===== src/rtl/riscv_muldiv_pkg.sv =====
// Shared types and opcode helpers for the iterative RV32M/RV64M multiply/divide unit.
package riscv_muldiv_pkg;

   typedef enum logic [2:0] {
      OP_MUL    = 3'b000,
      OP_MULH   = 3'b001,
      OP_MULHSU = 3'b010,
      OP_MULHU  = 3'b011,
      OP_DIV    = 3'b100,
      OP_DIVU   = 3'b101,
      OP_REM    = 3'b110,
      OP_REMU   = 3'b111
   } md_op_e;

   typedef enum logic [1:0] {
      IDLE = 2'd0,
      CALC = 2'd1,
      FIX  = 2'd2,
      DONE = 2'd3
   } md_state_e;

   function automatic logic is_div(input md_op_e op);
      return (op == OP_DIV) || (op == OP_DIVU) || (op == OP_REM) || (op == OP_REMU);
   endfunction

   function automatic logic is_rem(input md_op_e op);
      return (op == OP_REM) || (op == OP_REMU);
   endfunction

   function automatic logic is_signed_a(input md_op_e op);
      return (op == OP_MULH) || (op == OP_MULHSU) || (op == OP_DIV) || (op == OP_REM);
   endfunction

   function automatic logic is_signed_b(input md_op_e op);
      return (op == OP_MULH) || (op == OP_DIV) || (op == OP_REM);
   endfunction

endpackage


===== src/rtl/riscv_muldiv.sv =====
// Iterative multiply/divide unit: shift-add multiply and restoring divide on
// unsigned magnitudes, one bit per cycle, with sign fix-up in a final cycle.
module riscv_muldiv
   import riscv_muldiv_pkg::*;
#(
   parameter int DATA_W = 32
) (
   input  logic              clk,
   input  logic              reset,
   input  logic              start,
   input  logic              flush,
   input  logic [2:0]        funct3,
   input  logic [DATA_W-1:0] op_a,
   input  logic [DATA_W-1:0] op_b,
   output logic              busy,
   output logic              done,
   output logic [DATA_W-1:0] result
);

   localparam int CNT_W = $clog2(DATA_W) + 1;
   localparam logic [CNT_W-1:0]  LAST    = CNT_W'(DATA_W - 1);
   localparam logic [DATA_W-1:0] MIN_NEG = {1'b1, {(DATA_W-1){1'b0}}};

   md_state_e           state, state_nxt;
   md_op_e              op_q, op_in;
   logic                neg_q;
   logic [2*DATA_W-1:0] acc;
   logic [DATA_W-1:0]   dvsr;
   logic [CNT_W-1:0]    cnt;
   logic [DATA_W-1:0]   res_q;

   // Launch-time decode on the raw inputs
   logic              launch, sa, sb, div0, ovf, special, neg_in;
   logic [DATA_W-1:0] a_mag, b_mag, spec_res;

   assign op_in   = md_op_e'(funct3);
   assign launch  = (state == IDLE) && start && !flush;
   assign sa      = is_signed_a(op_in) & op_a[DATA_W-1];
   assign sb      = is_signed_b(op_in) & op_b[DATA_W-1];
   assign a_mag   = sa ? -op_a : op_a;
   assign b_mag   = sb ? -op_b : op_b;
   assign neg_in  = is_rem(op_in) ? sa : (sa ^ sb);
   assign div0    = is_div(op_in) && (op_b == '0);
   assign ovf     = ((op_in == OP_DIV) || (op_in == OP_REM)) &&
                    (op_a == MIN_NEG) && (op_b == '1);
   assign special = div0 | ovf;

   always_comb begin
      spec_res = '0;
      if (div0)
         spec_res = is_rem(op_in) ? op_a : '1;
      else
         spec_res = is_rem(op_in) ? '0 : op_a;
   end

   // One iteration. acc = {hi, lo}: multiply keeps {partial product, multiplier},
   // divide keeps {partial remainder, dividend/quotient bits}.
   logic [DATA_W:0]     mul_sum, rem_sh, diff;
   logic [2*DATA_W-1:0] step;

   assign mul_sum = {1'b0, acc[2*DATA_W-1:DATA_W]} + (acc[0] ? {1'b0, dvsr} : '0);
   assign rem_sh  = acc[2*DATA_W-1:DATA_W-1];
   assign diff    = rem_sh - {1'b0, dvsr};
   assign step    = is_div(op_q)
                  ? {(diff[DATA_W] ? rem_sh[DATA_W-1:0] : diff[DATA_W-1:0]),
                     acc[DATA_W-2:0], ~diff[DATA_W]}
                  : {mul_sum, acc[DATA_W-1:1]};

   // Sign fix-up and result selection
   logic [2*DATA_W-1:0] prod;
   logic [DATA_W-1:0]   quo, rem, fix_res;

   assign prod = neg_q ? -acc : acc;
   assign quo  = neg_q ? -acc[DATA_W-1:0] : acc[DATA_W-1:0];
   assign rem  = neg_q ? -acc[2*DATA_W-1:DATA_W] : acc[2*DATA_W-1:DATA_W];

   always_comb begin
      fix_res = '0;
      case (op_q)
         OP_MUL:                        fix_res = prod[DATA_W-1:0];
         OP_MULH, OP_MULHSU, OP_MULHU: fix_res = prod[2*DATA_W-1:DATA_W];
         OP_DIV, OP_DIVU:               fix_res = quo;
         OP_REM, OP_REMU:               fix_res = rem;
         default:                       fix_res = '0;
      endcase
   end

   always_ff @(posedge clk or negedge reset) begin
      if (!reset) state <= IDLE;
      else        state <= state_nxt;
   end

   always_comb begin
      state_nxt = state;
      case (state)
         IDLE: if (launch) state_nxt = special ? DONE : CALC;
         CALC: begin
            if (flush)             state_nxt = IDLE;
            else if (cnt == LAST)  state_nxt = FIX;
         end
         FIX:  state_nxt = flush ? IDLE : DONE;
         DONE: state_nxt = IDLE;
         default: state_nxt = IDLE;
      endcase
   end

   always_ff @(posedge clk or negedge reset) begin
      if (!reset) begin
         op_q  <= OP_MUL;
         neg_q <= 1'b0;
         acc   <= '0;
         dvsr  <= '0;
         cnt   <= '0;
         res_q <= '0;
      end else begin
         case (state)
            IDLE: if (launch) begin
               op_q  <= op_in;
               neg_q <= neg_in;
               acc   <= {{DATA_W{1'b0}}, a_mag};
               dvsr  <= b_mag;
               cnt   <= '0;
               if (special) res_q <= spec_res;
            end
            CALC: if (!flush) begin
               acc <= step;
               cnt <= cnt + 1'b1;
            end
            // Result only commits when the op survives FIX, so a flush keeps the old value
            FIX: if (!flush) res_q <= fix_res;
            default: ;
         endcase
      end
   end

   assign busy   = (state == CALC) || (state == FIX);
   assign done   = (state == DONE);
   assign result = res_q;

endmodule

===== config.mk =====
export PLATFORM = sky130hd
export DESIGN_NAME = riscv_muldiv
export DESIGN_NICKNAME = d
export VERILOG_FILES = /design/src/rtl/riscv_muldiv_pkg.sv /design/src/rtl/riscv_muldiv.sv
export SDC_FILE = /design/constraint.sdc
export NUM_CORES = 1
export LEC_CHECK = 0
export CORE_MARGIN = 2
export CORE_UTILIZATION = 45
export CTS_CLUSTER_DIAMETER = 80
export DETAILED_ROUTE_END_ITERATION = 16
export PLACE_DENSITY = 0.67
export SYNTH_ARGS = -nofsm -noshare
export SYNTH_HDL_FRONTEND = slang
export SYNTH_SLANG_ARGS = --single-unit

===== constraint.sdc =====
create_clock -name clk -period 4.55 [get_ports clk]
set_input_delay 0.91 -clock clk [delete_from_list [all_inputs] [get_ports clk]]
set_output_delay 0.91 -clock clk [all_outputs]
set_load 0.01 [all_outputs]

* Word-level counts from Yosys, hierarchy flattened
Index checks and enable logic that the tools add are counted.
Word-level totals: register bits 140
Operators by class: reduce and logical (&&, ||, !) cells 32, eq/ne operators 24, muxes and demuxes 29, bitwise operators 5, $add $sub $neg 8
Operators with widths (number):
- 2-to-1 mux 32 bit | 12
- 2-to-1 mux 64 bit | 4
- negator 32 bit | 4
- one-hot mux 32 bit (4 select lines) | 1
- one-hot mux 64 bit (2 select lines) | 1
- equality test 32 bit (second input constant) | 2
- negator 64 bit | 1
- one-hot mux 32 bit (2 select lines) | 1
- adder 32 x 32 -> 33 bit | 1
- subtractor 33 x 32 -> 33 bit | 1
- zero test 32 bit | 1
- equality test 3 bit (second input constant) | 8
- logical OR 1 bit | 14
- 2-to-1 mux 6 bit | 2
- one-hot mux 6 bit (2 select lines) | 1
- 2-to-1 mux 2 bit | 5
- equality test 3 x 2 -> 1 bit (second input constant) | 3
- inequality test 2 bit (second input constant) | 4
- one-hot mux 2 bit (4 select lines) | 1
- adder 6 x 1 -> 6 bit (second input constant) | 1
- equality test 3 x 1 -> 1 bit (second input constant) | 2
- equality test 6 x 5 -> 1 bit (second input constant) | 1
- logical AND 1 bit | 5
- equality test 2 bit (second input constant) | 2
- 16 further kinds | 20

* Longest topological paths before layout
Gate-level depths: netlist (run 1).
depth after elaboration 9, gate-level depth with buffers 15, mapped depth without buffers 14

* Worst setup path after synthesis (run 1)
OpenSTA, ideal clock, no wires.
path kind reg-to-reg, start register acc[32], end register acc[63], stages on the path, launching flop included 14, arrival time 3351 ps, setup time 126 ps, path slack 1073 ps, cell sequence dfrtp_1 -> inv_1 -> fa_1 -> nand2b_1 -> a21oi_1 -> o21ai_0 -> a211oi_1 -> o21ai_0 -> mux2_2 -> nor2_1 -> buf_2 -> clkbuf_1 -> nand4_1 -> o311a_1
Between the ends: word-level cells in the longest chain between the ends 5, elaborated cells between the ends (all ways) 6, classes of those cells add/sub: 2; mux: 4
RTL lines:
- start: declaration | RTL line riscv_muldiv.sv:27 | logic [2*DATA_W-1:0] acc;
- start signal: assignment | RTL line riscv_muldiv.sv:120 | acc <= {{DATA_W{1'b0}}, a_mag};
- start signal: assignment | RTL line riscv_muldiv.sv:126 | acc <= step;
- subtractor 33 x 32 -> 33 bit | RTL line riscv_muldiv.sv:63 | assign diff = rem_sh - {1'b0, dvsr};
- 2-to-1 mux 32 bit | RTL line riscv_muldiv.sv:65 | ? {(diff[DATA_W] ? rem_sh[DATA_W-1:0] : diff[DATA_W-1:0]),
- 2-to-1 mux 64 bit (*) | RTL line riscv_muldiv.sv:65
- 2-to-1 mux 64 bit (*) | RTL line riscv_muldiv.sv:125 | CALC: if (!flush) begin
- one-hot mux 64 bit (2 select lines) (*) | RTL line riscv_muldiv.sv:116 | case (state)
Mark *: on every way between the ends. The rest lies on a longest branch, timed or not. The select of a mux whose other input is x is not followed. A chain may end at the register's enable or synchronous reset.

* Worst setup path in the final report (run 1)
start register acc[0], end register acc[57]
Between the ends: word-level cells in the longest chain between the ends 5
RTL lines:
- 2-to-1 mux 32 bit | RTL line riscv_muldiv.sv:61 | assign mul_sum = {1'b0, acc[2*DATA_W-1:DATA_W]} + (acc[0] ? {1'b0, dvsr} : '0);
- adder 32 x 32 -> 33 bit | RTL line riscv_muldiv.sv:61
- 2-to-1 mux 64 bit | RTL line riscv_muldiv.sv:65
- 2-to-1 mux 64 bit | RTL line riscv_muldiv.sv:125
- one-hot mux 64 bit (2 select lines) | RTL line riscv_muldiv.sv:116
Every way passes these cells. The select of a mux whose other input is x is not followed.

==> results of run 1 <==
kinds of logic (layout without fill, tap and decap cells):
| kind of cell | count (synthesis) | in the layout | synth area share |
|---|---|---|---|
| xor gates and xnor gates | 177 | 177 | 0.111 |
| muxes | 61 | 61 | 0.0443 |
| adders and majority gates | 77 | 77 | 0.0698 |
| and+or+nand+nor | 602 | 602 | 0.196 |
| AOI/OAI and AO/OA | 631 | 631 | 0.277 |
| DFF | 140 | 140 | 0.250 |
| buffers and inverters | 192 | 269 | 0.0526 |
flip-flops by register name, indices dropped and copies added (netlist names):
| signal | flops |
|---|---|
| acc | 64 |
| state | 2 |
| neg_q | 1 |
| op_q | 3 |
| cnt | 6 |
| result | 32 |
| dvsr | 32 |
stage by stage:
stage | utilization | hold slack [ps] | worst slack (ps) | instance area (sq um)
floorplan | - | 450 | 1070 | 14000
global placement | 0.508 | 461 | 180 | 15600
detailed placement | 0.508 | 471 | 70.5 | 15600
CTS | 0.529 | 485 | 440 | 16200
global route | 0.529 | 505 | 115 | 16200
finish | 0.529 | 476 | 272 | 16200
power groups by stage:
| stage | Clock (mW) | Sequential (mW) | Combinational (mW) |
|---|---|---|---|
| 6_report | 1.55 | 2.67 | 8.41 |
| 5_1_grt | 1.63 | 2.75 | 9.26 |
| 4_1_cts | 1.58 | 2.65 | 8.30 |
| 3_5_place_dp | 0 | 2.66 | 8.26 |
| 3_3_place_gp | 0 | 2.65 | 8.16 |
| 2_1_floorplan | 0 | 2.31 | 6.01 |
layer usage:
metal	global-route usage	vias to the layer above
met1	0.386	6981
met3	0.0523	100
met2	0.465	575
met4	0.124	0
met5	0	-
li1	-	6905
cell usage after synthesis (11+ instances only):
cell type	number	area share
a21o_1	41	0.022
nor2_1	142	0.038
nor2b_1	11	0.0049
o221ai_1	15	0.0094
nand3_1	39	0.014
xor2_1	90	0.056
nand2_1	251	0.067
nor3_1	35	0.012
nand2b_1	18	0.0080
o31ai_1	35	0.019
clkbuf_1	100	0.027
or3_1	17	0.0076
ha_1	75	0.067
a21oi_1	153	0.055
o22ai_1	12	0.0054
dfrtp_1	140	0.25
o21ai_0	223	0.080
xnor2_1	87	0.054
a22oi_1	15	0.0080
inv_1	72	0.019
o211ai_1	14	0.0075
a211oi_1	19	0.010
nor4_1	13	0.0058
mux2i_1	52	0.037
nand4_1	25	0.011
a31oi_1	22	0.0098
o41ai_1	13	0.0081
cell usage in the layout (no fill, tap or decap), drive strengths merged, types with 19 or more instances in the layout:
cell | Yosys | final
a211oi | 19 | 19
a21o | 41 | 41
a21oi | 153 | 153
a31oi | 22 | 22
buf | 18 | 61
clkbuf | 101 | 19
clkdlybuf4s50 | 0 | 103
dfrtp | 140 | 140
ha | 75 | 75
inv | 72 | 74
mux2i | 52 | 52
nand2 | 251 | 251
nand3 | 39 | 39
nand4 | 25 | 25
nor2 | 142 | 142
nor3 | 35 | 35
o21ai | 227 | 227
o31ai | 35 | 35
or3 | 19 | 19
xnor2 | 87 | 87
xor2 | 90 | 90
final cells by class:
type	instances	area, sq um
Fill cell	2976	14400
Inverter	73	274
Clock buffer	19	443
Timing Repair Buffer	164	1510
Clock inverter	13	190
Tap cell	396	495
Sequential cell	140	3510
Multi-Input combinational cell	1548	9810
worst min-delay path by stage:
stage,start,end,depth (start not counted)
after floorplan,dvsr[10],dvsr[10],2
after global placement,dvsr[23],dvsr[23],2
after detailed placement,dvsr[10],dvsr[10],2
after CTS,dvsr[10],dvsr[10],2
after global routing,dvsr[3],dvsr[3],2
final,reset,acc[33],1
==> flow_metrics.env, run 1 <==
export IMPL_status="completed"
export IMPL_power_mw=12.6
export IMPL_critPathRequiredTime_ps=4870
export IMPL_route_met2_wl_microns=21900
export IMPL_worst_r2r_path_depth=14
export IMPL_grt_max_degree=94
export IMPL_drv_slew=0
export IMPL_fp_dieW_microns=181
export IMPL_clock_path_buffers=2
export IMPL_core_area_sq_mm=0.0307
export IMPL_grt_pass1_wl_microns=75500
export IMPL_ys_ff_latch=140
export IMPL_yosysWarnings=0
export IMPL_hold_viol=0
export IMPL_worstSetupPathType="flip-flop to flip-flop"
export IMPL_cp_common_cell="a31oi_1"
export IMPL_ys_flop_type="dfrtp_1"
export IMPL_final_cells=2353
export IMPL_dp_cells=2321
export IMPL_crit_family="compound AO/OA/AOI/OAI gates"
export IMPL_cp_cell_sequence="and2_1 -> ha_1 -> inv_1 -> fa_1 -> nor2b_1 -> o31ai_1 -> a211oi_1 -> a41oi_1 -> a31oi_1 -> a31oi_1 -> o221ai_1 -> a21oi_1 -> xnor2_1 -> a221o_1"
export IMPL_avgSynthCellArea_sq_um=7.46
export IMPL_ys_seq_area_frac=0.250
export IMPL_drt_wl_total_microns=48000
export IMPL_synthesis_nets=2028
export IMPL_hpwl_microns=36600
export IMPL_power_switching_mw=6.54
export IMPL_p_per_area_mw_per_mm2=779
export IMPL_cp_arrival_ps=4600
export IMPL_p_leak_nw=7.10
export IMPL_r2r_slack_ps=270
export IMPL_finalClockSkew_ps=13.5
export IMPL_dr_pass1_iters=5
export IMPL_drtAntennaViolNets=0
export IMPL_path_depth=14
export IMPL_crit_slowest_cell="a211oi_1"
export IMPL_max_slew_margin_rel=0.312
export IMPL_area_growth_pct=15.7
export IMPL_synth_edf_count=0
export IMPL_cts_clk_slew_worst_paths_ps=70
export IMPL_port_buffers=104
export IMPL_worstHoldPathType="input pin to async pin"
export IMPL_worstMarginPinSlew_ps=1030
export IMPL_cts_buffers=17
export IMPL_route_met3_wl_microns=3240
export IMPL_overflow=0
export IMPL_crit_path_end_kind="flip-flop"
export IMPL_die_h_microns=181
export IMPL_cp_start_kind="flip-flop"
export IMPL_drive_above_1_share=0.0659
export IMPL_fin_crit_ps=4280
export IMPL_startpoint="acc[0]"
export IMPL_cp_max_fo=7
export IMPL_clk_latency_ps=450
export IMPL_setup_tns_ps=0
export IMPL_pwr_share_seq=0.211
export IMPL_synth_cell_types=72
export IMPL_ir_drop_mv=0.369
export IMPL_p_int_mw=6.10
export IMPL_rows=64
export IMPL_grt_total_usage=0.291
export IMPL_p_clk_frac=0.123
export IMPL_cts_sinks=140
export IMPL_r2r_start="acc[0]"
export IMPL_antenna_found_initial=0
export IMPL_grt_pass1_vias=13600
export IMPL_diodes=0
export IMPL_cts_root_buf="clkbuf_16"
export IMPL_ios=105
export IMPL_cap_violations=0
export IMPL_wl_met1_microns=20800
export IMPL_htreeDepth=4
export IMPL_power_share_combinational=0.666
export IMPL_globalplace_congestion=0.969
export IMPL_syn_inst=1880
export IMPL_drc=0
export IMPL_max_freq_mhz=234
export IMPL_cts_tree="done"
export IMPL_initialDrtViolationCount=1270
export IMPL_post_drt_wl_per_cell_microns=20.4
export IMPL_rsz0062_at_grt="no"
export IMPL_cts_setup_buffers=0
export IMPL_top_layer_used="met4"
export IMPL_dieArea_sq_mm=0.0326
export IMPL_cp_num_buf_inv=1
export IMPL_setup_viol_count_final=0
export IMPL_timing_final_crit_share=0.940
export IMPL_synth_area_sq_mm=0.0140
export IMPL_initial_core_util=0.457
export IMPL_hold_buffers=0
export IMPL_num_nets_final=2092
export IMPL_crit_path_end="acc[57]"
export IMPL_viasPerCell=6.19
export IMPL_via_count=14600
export IMPL_slowest_delay_ps=700
export IMPL_cts_resized=0
export IMPL_rr_endpoint="acc[57]"
export IMPL_swShare=0.517
export IMPL_synthArstFlopShare=1.00
(Power assumes the default switching activity.)
==> run 2, diff against run 1 <==
GPL_TIMING_DRIVEN = 0   (was unset)
==> run 2 against run 1 <==
  * Final cell count rose by 2.5%
  * Setup slack got worse by 180 ps
  * Clock skew fell by 1.0 ps
  * Sequential share of layout area fell by 0.11 points
  * Combinational power rose by 6.3%
  * Register-to-register slack got worse by 70 ps
  * Fmax fell by 4.1%
  * Power rose by 3.1%
  * Sequential power fell by 5%
==> flow_metrics.env, run 2 (synthesized netlist as in run 1, its figures left out) <==
export IMPL_status="completed"
export IMPL_drtAntennaViolNets=0
export IMPL_setup_viol_count_final=0
export IMPL_r2r_start="acc[31]"
export IMPL_rsz0062_at_grt="no"
export IMPL_clk_latency_ps=460
export IMPL_p_leak_nw=6.99
export IMPL_finalClockSkew_ps=12.5
export IMPL_p_per_area_mw_per_mm2=799
export IMPL_hold_buffers=0
export IMPL_antenna_found_initial=0
export IMPL_place_ws_ps=-639
export IMPL_worst_r2r_path_depth=14
export IMPL_core_area_sq_mm=0.0307
export IMPL_rows=64
export IMPL_worstHoldPathType="input pin to async pin"
export IMPL_area_growth_pct=16.2
export IMPL_worstSetupPathType="input pin to flip-flop"
export IMPL_drt_wl_total_microns=55200
export IMPL_drv_slew=0
export IMPL_clock_path_buffers=2
export IMPL_fp_dieW_microns=181
export IMPL_rr_endpoint="acc[42]"
export IMPL_post_drt_wl_per_cell_microns=22.9
export IMPL_setup_tns_ps=0
export IMPL_cts_sinks=140
export IMPL_cp_start_kind="input pin"
export IMPL_overflow=0
export IMPL_viasPerCell=6.33
export IMPL_max_slew_margin_rel=0.321
export IMPL_fin_crit_ps=4460
export IMPL_final_setup_worst_slack_ps=88.3
export IMPL_largest_reg_flops=64
export IMPL_via_count=15300
export IMPL_dp_cells=2381
export IMPL_htreeDepth=4
export IMPL_cts_tree="done"
export IMPL_fin_util=0.531
export IMPL_cp_arrival_ps=4860
export IMPL_layout_common_cells="nand2_1, o21ai_0, a21oi_1"
export IMPL_regArea_sq_mm=0.00350
export IMPL_drc=0
export IMPL_timing_hold_ws_ps=432
export IMPL_hpwl_microns=43400
export IMPL_dr_pass1_iters=6
export IMPL_cts_clk_slew_worst_paths_ps=60
export IMPL_max_freq_mhz=224
export IMPL_ios=105
export IMPL_power_mw=13.0
export IMPL_hold_viol=0
export IMPL_timing_final_crit_share=0.981
export IMPL_final_cells=2411
export IMPL_r2r_slack_ps=200
export IMPL_grt_pass1_wl_microns=85100
export IMPL_nFillCells=3046
export IMPL_grt_pass1_vias=14300
export IMPL_critPathRequiredTime_ps=4940
export IMPL_place_area_sq_mm=0.0156
export IMPL_diodes=0
export IMPL_initial_core_util=0.457
export IMPL_cap_violations=0
export IMPL_grt_max_degree=76
export IMPL_startpoint="op_b[17]"
export IMPL_grt_total_usage=0.337
export IMPL_globalplace_congestion=1.00
export IMPL_fin_area_sq_mm=0.0163
export IMPL_dieArea_sq_mm=0.0326
export IMPL_initialDrtViolationCount=1645
export IMPL_worstMarginPinSlew_ps=1020
export IMPL_num_nets_final=2152
export IMPL_multi_input_area_sq_mm=0.00987
export IMPL_cts_buffers=17
export IMPL_cts_root_buf="clkbuf_16"
export IMPL_port_buffers=104
export IMPL_ir_drop_mv=0.412
export IMPL_cts_setup_buffers=0
export IMPL_cp_max_fo=10
export IMPL_die_h_microns=181
export IMPL_crit_path_end_kind="flip-flop"
export IMPL_drive_above_1_share=0.0422
export IMPL_final_common_cell="nand2_1"
export IMPL_top_register="acc"
## run 2: cell count changes in the layout (fill, tap and decap cells not counted), sizes merged
cell / delta
clkbuf: +105
buf: -41
clkinv: -4
inv: -2
## run 2: worst max path at each step
| stage | endpoint | slack (ps) |
|---|---|---|
| finish | result[24] | 90 |
| global route | result[24] | 20 |
| CTS | acc[39] | 80 |
| detailed placement | result[24] | -640 |
| global placement | op_q[0] | -3480 |
| floorplan | acc[63] | 1070 |
## run 2: power by group
| part | leakage (nW) | total [mW] | internal, mW | switching, mW |
|---|---|---|---|---|
| Combinational | 4.89 | 8.94 | 3.28 | 5.66 |
| Sequential | 1.80 | 2.54 | 1.80 | 0.746 |
| Clock | 0.299 | 1.54 | 0.953 | 0.589 |
| Total | 6.99 | 13.0 | 6.03 | 7.00 |
## run 2: timing repair
action,in CTS,in global routing
setup endpoints to repair,52,51
pin swaps,0,1
gates resized for setup,9,14
## run 2: final cells by class
cell class	instances	area share
multi-input cells	1548	0.605
flip-flops and latches	140	0.215
repair buffers	105	0.0656
well taps	396	0.0304
clock buffers	23	0.0293
plain buffers	119	0.0290
inverters	73	0.0168
clock inverters	7	0.00844
## run 2: routing by layer
metal | global-route usage | share of wire | up-vias
met3 | 0.0724 | 0.094 | 120
met5 | 0 | 0 | -
met2 | 0.514 | 0.43 | 765
li1 | - | - | 7039
met1 | 0.465 | 0.43 | 7342
met4 | 0.131 | 0.038 | 0
## run 2: critical path, cell delays in order
cell	delay (ps)
clkdlybuf4s50_1	510
or4_1	610
nor3_1	430
nand3_1	120
or4_1	580
nor3b_2	540
or2_2	230
buf_2	230
a21oi_1	110
a211oi_1	450
a21o_1	130
